===== config.mk =====
export PLATFORM = sky130hd
export DESIGN_NAME = timer_cntr_ctrl
export DESIGN_NICKNAME = d
export VERILOG_FILES = /design/src/rtl/timer_cntr_ctrl_pkg.sv /design/src/rtl/timer_cntr_ctrl_cntr.sv /design/src/rtl/timer_cntr_ctrl.sv
export SDC_FILE = /design/constraint.sdc
export NUM_CORES = 1
export LEC_CHECK = 0
export ABC_CLOCK_PERIOD_IN_PS = 4100
export CAP_MARGIN = 20
export CELL_PAD_IN_SITES_DETAIL_PLACEMENT = 1
export CELL_PAD_IN_SITES_GLOBAL_PLACEMENT = 2
export CORE_ASPECT_RATIO = 1.75
export CORE_MARGIN = 2
export CORE_UTILIZATION = 35
export CTS_CLUSTER_DIAMETER = 100
export CTS_CLUSTER_SIZE = 10
export DETAILED_ROUTE_END_ITERATION = 10
export MAX_ROUTING_LAYER = met4
export PLACE_DENSITY_LB_ADDON = 0.3
export SYNTH_ARGS = -nofsm -noshare
export SYNTH_HDL_FRONTEND = slang
export SYNTH_SLANG_ARGS = --single-unit

===== constraint.sdc =====
create_clock -name clk -period 4.1 [get_ports clk]
set_clock_uncertainty 0.05 [all_clocks]
set_input_delay 0.82 -clock clk [delete_from_list [all_inputs] [get_ports clk]]
set_output_delay 0.82 -clock clk [all_outputs]
set_load 0.02 [all_outputs]

===== src/rtl/timer_cntr_ctrl_pkg.sv =====
// Shared definitions for the interval timer controller.
// Holds the FSM state encoding, the mode constants and a busy decode helper.
package timer_cntr_ctrl_pkg;

  typedef enum logic [1:0] {
    ST_IDLE = 2'd0,
    ST_LOAD = 2'd1,
    ST_RUN  = 2'd2,
    ST_DONE = 2'd3
  } state_e;

  localparam logic MODE_ONESHOT = 1'b0;
  localparam logic MODE_AUTO    = 1'b1;

  function automatic logic state_is_busy(input state_e s);
    return (s == ST_LOAD) || (s == ST_RUN);
  endfunction

endpackage


===== src/rtl/timer_cntr_ctrl_cntr.sv =====
// n-bit loadable up counter with asynchronous clear and ripple-carry-out.
// Load has priority over increment; rco flags the all-ones value.
module cntr_up_clr_nb #(
  parameter int n = 8
) (
  input  logic         clk,
  input  logic         clr,
  input  logic         up,
  input  logic         ld,
  input  logic [n-1:0] D,
  output logic [n-1:0] count,
  output logic         rco
);

  logic [n-1:0] count_q;

  always_ff @(posedge clk or posedge clr) begin
    if (clr) begin
      count_q <= '0;
    end else if (ld) begin
      count_q <= D;
    end else if (up) begin
      count_q <= count_q + n'(1);
    end
  end

  assign count = count_q;
  assign rco   = &count_q;

endmodule


===== src/rtl/timer_cntr_ctrl.sv =====
// Interval timer sequencer: drives the loadable up counter with a prescaled
// enable, detects expiry and handles one-shot / auto-reload operation.
module timer_cntr_ctrl #(
  parameter int N     = 8,
  parameter int PSC_W = 8
) (
  input  logic             clk,
  input  logic             clr,
  input  logic             start,
  input  logic             stop,
  input  logic             auto_rld,
  input  logic [N-1:0]     reload_val,
  input  logic [PSC_W-1:0] prescale,
  output logic [N-1:0]     count,
  output logic             busy,
  output logic             intr,
  output logic             done
);

  import timer_cntr_ctrl_pkg::*;

  state_e           state_q, state_d;
  logic [PSC_W-1:0] psc_q, psc_d;
  logic [PSC_W-1:0] psc_cfg_q, psc_cfg_d;
  logic             mode_q, mode_d;
  logic             intr_q, intr_d;
  logic             done_q, done_d;
  logic             cnt_up, cnt_ld, cnt_rco;
  logic             tick;

  cntr_up_clr_nb #(
    .n(N)
  ) u_datapath (
    .clk  (clk),
    .clr  (clr),
    .up   (cnt_up),
    .ld   (cnt_ld),
    .D    (reload_val),
    .count(count),
    .rco  (cnt_rco)
  );

  assign tick = (psc_q == psc_cfg_q);

  always_ff @(posedge clk or posedge clr) begin
    if (clr) begin
      state_q   <= ST_IDLE;
      psc_q     <= '0;
      psc_cfg_q <= '0;
      mode_q    <= MODE_ONESHOT;
      intr_q    <= 1'b0;
      done_q    <= 1'b0;
    end else begin
      state_q   <= state_d;
      psc_q     <= psc_d;
      psc_cfg_q <= psc_cfg_d;
      mode_q    <= mode_d;
      intr_q    <= intr_d;
      done_q    <= done_d;
    end
  end

  always_comb begin
    state_d   = state_q;
    psc_d     = psc_q;
    psc_cfg_d = psc_cfg_q;
    mode_d    = mode_q;
    intr_d    = 1'b0;
    done_d    = done_q;
    cnt_up    = 1'b0;
    cnt_ld    = 1'b0;

    case (state_q)
      ST_IDLE, ST_DONE: begin
        psc_d = '0;
        // stop takes precedence even when nothing is running
        if (start && !stop) begin
          mode_d    = auto_rld;
          psc_cfg_d = prescale;
          done_d    = 1'b0;
          state_d   = ST_LOAD;
        end
      end
      ST_LOAD: begin
        psc_d = '0;
        if (stop) begin
          state_d = ST_IDLE;
        end else if (start) begin
          mode_d    = auto_rld;
          psc_cfg_d = prescale;
          done_d    = 1'b0;
        end else begin
          cnt_ld  = 1'b1;
          state_d = ST_RUN;
        end
      end
      ST_RUN: begin
        if (stop) begin
          psc_d   = '0;
          state_d = ST_IDLE;
        end else if (start) begin
          // restart discards any tick landing on this edge
          psc_d     = '0;
          mode_d    = auto_rld;
          psc_cfg_d = prescale;
          done_d    = 1'b0;
          state_d   = ST_LOAD;
        end else if (tick) begin
          psc_d = '0;
          if (cnt_rco) begin
            intr_d = 1'b1;
            if (mode_q == MODE_AUTO) begin
              cnt_ld = 1'b1;
            end else begin
              done_d  = 1'b1;
              state_d = ST_DONE;
            end
          end else begin
            cnt_up = 1'b1;
          end
        end else begin
          psc_d = psc_q + PSC_W'(1);
        end
      end
    endcase
  end

  assign busy = state_is_busy(state_q);
  assign intr = intr_q;
  assign done = done_q;

endmodule


==> results.md, run 1 <==
- Status: finished, final reports clean
- Sequential power share: 0.397
- Peak supply drop: 0.3306 mV
- Syn-to-layout area delta: 29.37%
- TritonCTS Sinks: 29
- Final Hold Viols: 0
- Crit-path slowest cell: clkdlybuf4s50_1
- Final setup vio count: 0
- Hold Crit Class: reg2reg
- Vias post-DR: 1338
- Worst-Skew Late Latency: 0.28 ns
- Reg-to-reg startpoint: state_q[0]$_DFFE_PP0P_
- Core footprint: between 4000 and 5000 um^2
- Critical Path RT: 3.23 ns
- Final Instance Area: roughly 2100 um^2
- RSZ-0062 raised after global routing: no
- Setup CP Type: reg2out
- Syn nets: 179
- Reg area: 725.7 um^2
- M1 WL: 1438 um
- Die height: 94.32 um
- Cell variety after synth: just over 40
- DR WL/cell: around 17 um
- Post-Synthesis Cells: 154
- Post_cts resized: 0
- Max incr delay on CP: about 0.62 ns
- Die ar.: 5245 um^2
- Most frequent cells after synthesis: dfrtp_1, nor2_1, inv_1, xnor2_1, mux2_2
- Synthesized area: ~1600 um^2
- Synthesis Warnings: 0
- Max Cap Violations: 0
- Root Driver: clkbuf_8
- Area after DPL: 2024 um^2
- Post-CTS setup buffer count: 0
- Final ANT Viol Nets: 0
- Highest Signal Layer: met4
- Die width: 55.61 um
- Initial antenna violation count: 0
- Fin util: 0.4749
- Dpl cells: 235
- Cells along the critical path: inv_1 -> ha_1 -> inv_1 -> clkdlybuf4s50_1
- Synth area leader: dfrtp_1
- Clk network pwr share: 0.219
- I/O pin total: 32
- Synth area leaders: dfrtp_1, mux2_2, xnor2_1, nor2_1, ha_1
- # fillers: 503
- First-pass GRT wire length: 6831 um
- Synthesized flop and latch total: 29
- CP startpoint: state_q[0]$_DFFE_PP0P_
- Setup crit start kind: register
- Syn Area/Cell: 10.59 um^2
- Multi-input logic area: approximately 850 um^2
- PortBufs: 31
- Non-filler cells in the finished layout: 242
- H-tree depth: 2
- Asr flop ratio synth: 1.000
- Hold path depth: 1
- FF-to-FF End: u_datapath.count[7]$_DFFE_PP0P_
- Hold WS: roughly 0.48 ns
- Period minus WS final: ~2.7 ns
- DR iter-0 viols: 7
- Reg2Reg Depth: 6
- Wire length on met2: 2445 um
- Switching power: 393.8 uW
- CTS tree: done
- Crit path capture type: primary output
- Period utilisation layout: 0.6524
- Post-route setup TNS: 0 ns
- Global Route Usage Sum: 0.1735
- Dpl hpwl: approximately 3300 um
- GRT overflow: 0
- Hold_buf cts: 0
- Std cell rows: 32
- Setup WS pre-CTS: between 1 and 1.5 ns
- Clk pin slew, worst setup/hold paths: about 0.060 ns
- Gpl congestion: 0.8068
- Hold wc startpoint: state_q[1]$_DFFE_PP0P_
- Share of cells above drive strength 1: 0.1204
- WL met3: 127 um
- Nets@finish: ~220
- CP Max Fanout: 4
- Top_reg_cell synth: dfrtp_1
- Data arrival, critical path: 1.80 ns
- Vias per inst: 5.529
- Register area share after synthesis: 0.4448
- WL final: 4080 um
- Top-count cell post-synth: dfrtp_1
- Power Dens Cells: between 500 and 600 nW/um^2
- CTS Buf Count: 5
- Post-synth EDFFs: 0
- Most common cell on crit path: inv_1
- DRC violations left: 0
- Post-synth top area share: 0.4448
- Power, Total: 1.076 mW
- Max Fclk: 0.3739 GHz
- Final setup margin: roughly 1.4 ns
- Leakage: 0.8708 nW
- Slew HR: 0.5899
- Antenna diode count: 0
- Largest net degree at the start of global routing: 22
- Actual slew at the worst max-slew pin: 0.6110 ns
- Hold EP: state_q[1]$_DFFE_PP0P_
- Logic pwr share: 0.384
- Int Power: 682.3 uW
- Slew Viols, Final: 0
- TritonRoute pass-1 iters: 4
- Initial Utilization: 0.3671
- CTS Buffer Depth: 2
- Vias in the first global route: 1496
- Switching Share: 0.3659
- R2R setup slack: approximately 1.9 ns
## kinds of logic (layout without fill, tap and decap cells)
group,Yosys count,count (layout),share of synthesized area
fa+ha+maj,4,4,0.03068
mux,11,11,0.07515
buf+inv,13,50,0.03297
compound gates,24,24,0.1258
flops,29,29,0.4448
simple gates,58,58,0.2101
xor+xnor,15,15,0.08052
## state kept, by name, summed over array words and instances (netlist names)
name,count
done,1
intr,1
mode_q,1
psc_cfg_q,8
psc_q,8
state_q,2
u_datapath.count,8
## worst max-delay path by stage
stage	end	slack (ns)	cells past startpoint
finish	busy	1.43	4
floorplan	u_datapath.count[5]$_DFFE_PP0P_	2.08	4
global route	busy	1.33	4
CTS	busy	1.41	4
global placement	u_datapath.count[5]$_DFFE_PP0P_	1.35	6
detailed placement	u_datapath.count[5]$_DFFE_PP0P_	1.35	5
## power by group through the flow
stage / combinational, mW / clock [mW] / sequential (mW)
floorplan: 0.227 / 0 / 0.447
global placement: 0.406 / 0 / 0.429
detailed placement: 0.420 / 0 / 0.432
CTS: 0.421 / 0.246 / 0.427
global route: 0.450 / 0.259 / 0.438
finish: 0.413 / 0.235 / 0.428
## routing by layer
layer | global-route usage | vias to the layer above
met2 | 0.3383 | 26
met1 | 0.1564 | 672
met5 | - | -
li1 | - | 633
met3 | 0.04132 | 7
met4 | 0.07114 | 0
## layout make-up
type,instances,area share
clock buffer,7,0.04090
inverter,10,0.01778
multi-input combinational,112,0.4037
sequential,29,0.3438
tap,51,0.03023
timing repair buffer,33,0.1636
## cell usage in the layout, fill, tap and decap left out, types with 2 or more instances in the layout
master,instances
mux2_2,9
nor2_1,14
nor3_1,2
clkdlybuf4s50_1,31
nand4_1,6
nand3_1,8
a211o_1,3
ha_1,4
and2_1,3
a21oi_1,3
o311ai_1,2
and3_1,6
a31oi_1,2
o211ai_1,5
inv_1,10
xor2_1,5
nand2_1,6
clkbuf_8,6
xnor2_1,10
and4_1,5
dfrtp_1,29
## worst max-delay path: cells and delay by family, from the launching register on
family	cells	cell delay, ns
adder cells (fa/ha/maj)	1	0.35
buffers and inverters	3	0.84
flip-flops	1	0.35
Power figures use the tool's default switching activity.
==> run 2, diff against run 1 <==
--- a/config.mk
+++ b/config.mk
@@ -5,13 +5,13 @@
 export SDC_FILE = /design/constraint.sdc
 export NUM_CORES = 1
 export LEC_CHECK = 0
-export ABC_CLOCK_PERIOD_IN_PS = 4100
+export ABC_CLOCK_PERIOD_IN_PS = 2400
 export CAP_MARGIN = 20
 export CELL_PAD_IN_SITES_DETAIL_PLACEMENT = 1
 export CELL_PAD_IN_SITES_GLOBAL_PLACEMENT = 2
 export CORE_ASPECT_RATIO = 1.75
 export CORE_MARGIN = 2
-export CORE_UTILIZATION = 35
+export CORE_UTILIZATION = 29
 export CTS_CLUSTER_DIAMETER = 100
 export CTS_CLUSTER_SIZE = 10
 export DETAILED_ROUTE_END_ITERATION = 10
==> constraint.sdc (replaced) <==
create_clock -name clk -period 2.4 [get_ports clk]
set_clock_uncertainty 0.05 [all_clocks]
set_input_delay 0.48 -clock clk [delete_from_list [all_inputs] [get_ports clk]]
set_output_delay 0.48 -clock clk [all_outputs]
set_load 0.02 [all_outputs]
==> run 2 against run 1 <==
Net effect: wire length up 3.4%; core utilization down 8.4 points; combinational power up 69%; register-to-register slack worse by 1.6 ns; count of clock-buffer cells in the layout unchanged; global-route usage down 1.9 points; critical endpoint is now state_q[1]$_DFFE_PP0P_; flip-flop and latch count unchanged.
==> results.md, run 2 (synthesis gave the netlist of run 1 again) <==
- Fin util: 0.3907
- Syn-to-layout area delta: 31.60%
- DR WL/cell: 15.62 um
- TritonRoute pass-1 iters: 4
- Vias in the first global route: 1475
- Gpl congestion: 0.8311
- Dpl hpwl: 3351 um
- Actual slew at the worst max-slew pin: 0.6140 ns
- Initial antenna violation count: 0
- Std cell rows: 36
- Final Instance Area: between 2000 and 2500 um^2
- Commonest non-fill, non-tap cell in the layout: clkdlybuf4s50_1
- R2R setup slack: roughly 0.27 ns
- Cells along the critical path: ha_1 -> nand3_2 -> nor3_2 -> nand3_1 -> a221oi_2 -> mux2_1
- CTS Buffer Depth: 2
- DRC violations left: 0
- Die width: 60.70 um
- Met3 Track Usage GR: 0.02736
- Critical Path RT: 2.51 ns
- Post-CTS setup buffer count: 0
- Final Hold Viols: 0
- PortBufs: 31
- Crit path capture type: register
- First-pass GRT wire length: 6906 um
- Post-route setup TNS: 0 ns
- Leakage: between 0.8 and 0.9 nW
- Max incr delay on CP: about 0.46 ns
- Area after DPL: 2058 um^2
- Clk pin slew, worst setup/hold paths: 0.06 ns
- Setup crit start kind: register
- CTS tree: done
- Most frequent cells in the layout: clkdlybuf4s50_1, dfrtp_1, nor2_1
- Share of cells above drive strength 1: 0.1340
- Die ar.: 6266 um^2
- Nets@finish: 219
- Max Cap Violations: 0
- WL final: 4218 um
- Grt met2 use: 0.3019
- Slew HR: 0.5879
- H-tree depth: 2
- Max Fclk: 0.4696 GHz
- Die height: ~100 um
- Power Dens Cells: ~850 nW/um^2
- Final ANT Viol Nets: 0
- Period utilisation layout: 0.8873
- Antenna diode count: 0
- Slew Viols, Final: 0
- Reg2Reg Depth: 6
- Core footprint: 5495 um^2
- Final setup vio count: 0
- Hold EP: psc_cfg_q[7]$_DFFE_PP0P_
- CP Max Fanout: 6
- Data arrival, critical path: 2.24 ns
- Cell family with most CP delay: simple AND/OR/NAND/NOR gates
- I/O pin total: 32
- RSZ-0062 raised after global routing: no
- Hold Crit Class: reg2reg
- Hold wc startpoint: psc_cfg_q[7]$_DFFE_PP0P_
- Buffers and inverters on the worst path: 0
- Root Driver: clkbuf_8
- Met1 Usage GRT: 0.1436
- Peak supply drop: 0.3668 mV
- # fillers: 654
- GRT overflow: 0
- TritonCTS Sinks: 29
- Crit-path slowest cell: dfrtp_1
- Hold_buf cts: 0
- Grt peak-use layer: met2
- Global Route Usage Sum: 0.1549
- Reg-to-reg startpoint: u_datapath.count[1]$_DFFE_PP0P_
- DR iter-0 viols: 67
- Vias post-DR: about 1300
- CTS Buf Count: 5
- Worst-Skew Late Latency: 0.27 ns
- Largest net degree at the start of global routing: 30
- Period minus WS final: 2.129 ns
- Initial Utilization: 0.2969
- Power, Total: about 1.8 mW
- Vias per inst: 4.963
- Hold path depth: 1
- FF-to-FF End: state_q[1]$_DFFE_PP0P_
- Setup CP Type: reg2reg
- Status: finished, final reports clean
[run 2: cell count changes in the layout (fill, tap and decap cells not counted), sizes merged]
| cell | before | now |
|---|---|---|
| clkdlybuf4s50 | 31 | 30 |
| buf | 2 | 5 |
| dlymetal6s2s | 0 | 1 |
[run 2: stage by stage]
| step | hold WS, ns | instances | setup slack [ns] |
|---|---|---|---|
| floorplan | 0.4349 | 154 | 0.4492 |
| global placement | 0.4474 | 263 | 0.1635 |
| detailed placement | 0.4726 | 263 | 0.1161 |
| CTS | 0.4866 | 270 | 0.07482 |
| global route | 0.5063 | 270 | 0.1841 |
| finish | 0.4794 | 270 | 0.2705 |
[run 2: power by group]
| group | internal (mW) | leakage [nW] | switching, mW |
|---|---|---|---|
| Clock | 0.227 | 0.0443 | 0.174 |
| Sequential | 0.587 | 0.370 | 0.145 |
| Combinational | 0.350 | 0.473 | 0.350 |
| Total | 1.16 | 0.887 | 0.669 |
[run 2: layer usage]
metal | part of all wire | vias up
li1 | - | 643
met1 | 0.35 | 669
met2 | 0.60 | 23
met3 | 0.034 | 5
met4 | 0.015 | 0
met5 | 0 | -
[run 2: how the worst max path moves through the flow]
stage | slack [ns] | from | end | cells after the start
6_report | 0.27 | u_datapath.count[1]$_DFFE_PP0P_ | state_q[1]$_DFFE_PP0P_ | 6
5_1_grt | 0.18 | u_datapath.count[1]$_DFFE_PP0P_ | state_q[1]$_DFFE_PP0P_ | 6
4_1_cts | 0.07 | state_q[0]$_DFFE_PP0P_ | busy | 4
3_5_place_dp | 0.12 | stop | u_datapath.count[6]$_DFFE_PP0P_ | 6
3_3_place_gp | 0.16 | stop | u_datapath.count[6]$_DFFE_PP0P_ | 6
2_1_floorplan | 0.45 | u_datapath.count[0]$_DFFE_PP0P_ | state_q[1]$_DFFE_PP0P_ | 6
[run 2: cell type report]
type                            instances  area, um^2  area share
Multi-Input combinational cell        112       852.1      0.3969
Sequential cell                        29       725.7      0.3380
Timing Repair Buffer                   36       350.3      0.1632
Tap cell                               76       95.09     0.04429
Clock buffer                            7       86.33     0.04021
Inverter                               10       37.54     0.01748
[run 2: what timing repair did]
| item | 4_1_cts | 5_1_grt |
|---|---|---|
| endpoints found under the hold margin | 0 | 0 |
| resized for setup | 0 | 1 |
| setup endpoints to repair | 0 | 1 |
==> run 3, diff against run 2 <==
--- a/config.mk
+++ b/config.mk
@@ -17,6 +17,7 @@
 export DETAILED_ROUTE_END_ITERATION = 10
 export MAX_ROUTING_LAYER = met4
 export PLACE_DENSITY_LB_ADDON = 0.3
+export SLEW_MARGIN = 10
 export SYNTH_ARGS = -nofsm -noshare
 export SYNTH_HDL_FRONTEND = slang
 export SYNTH_SLANG_ARGS = --single-unit
==> results of run 3 <==
Final layout, timing and power as in run 2 (identical DEF).
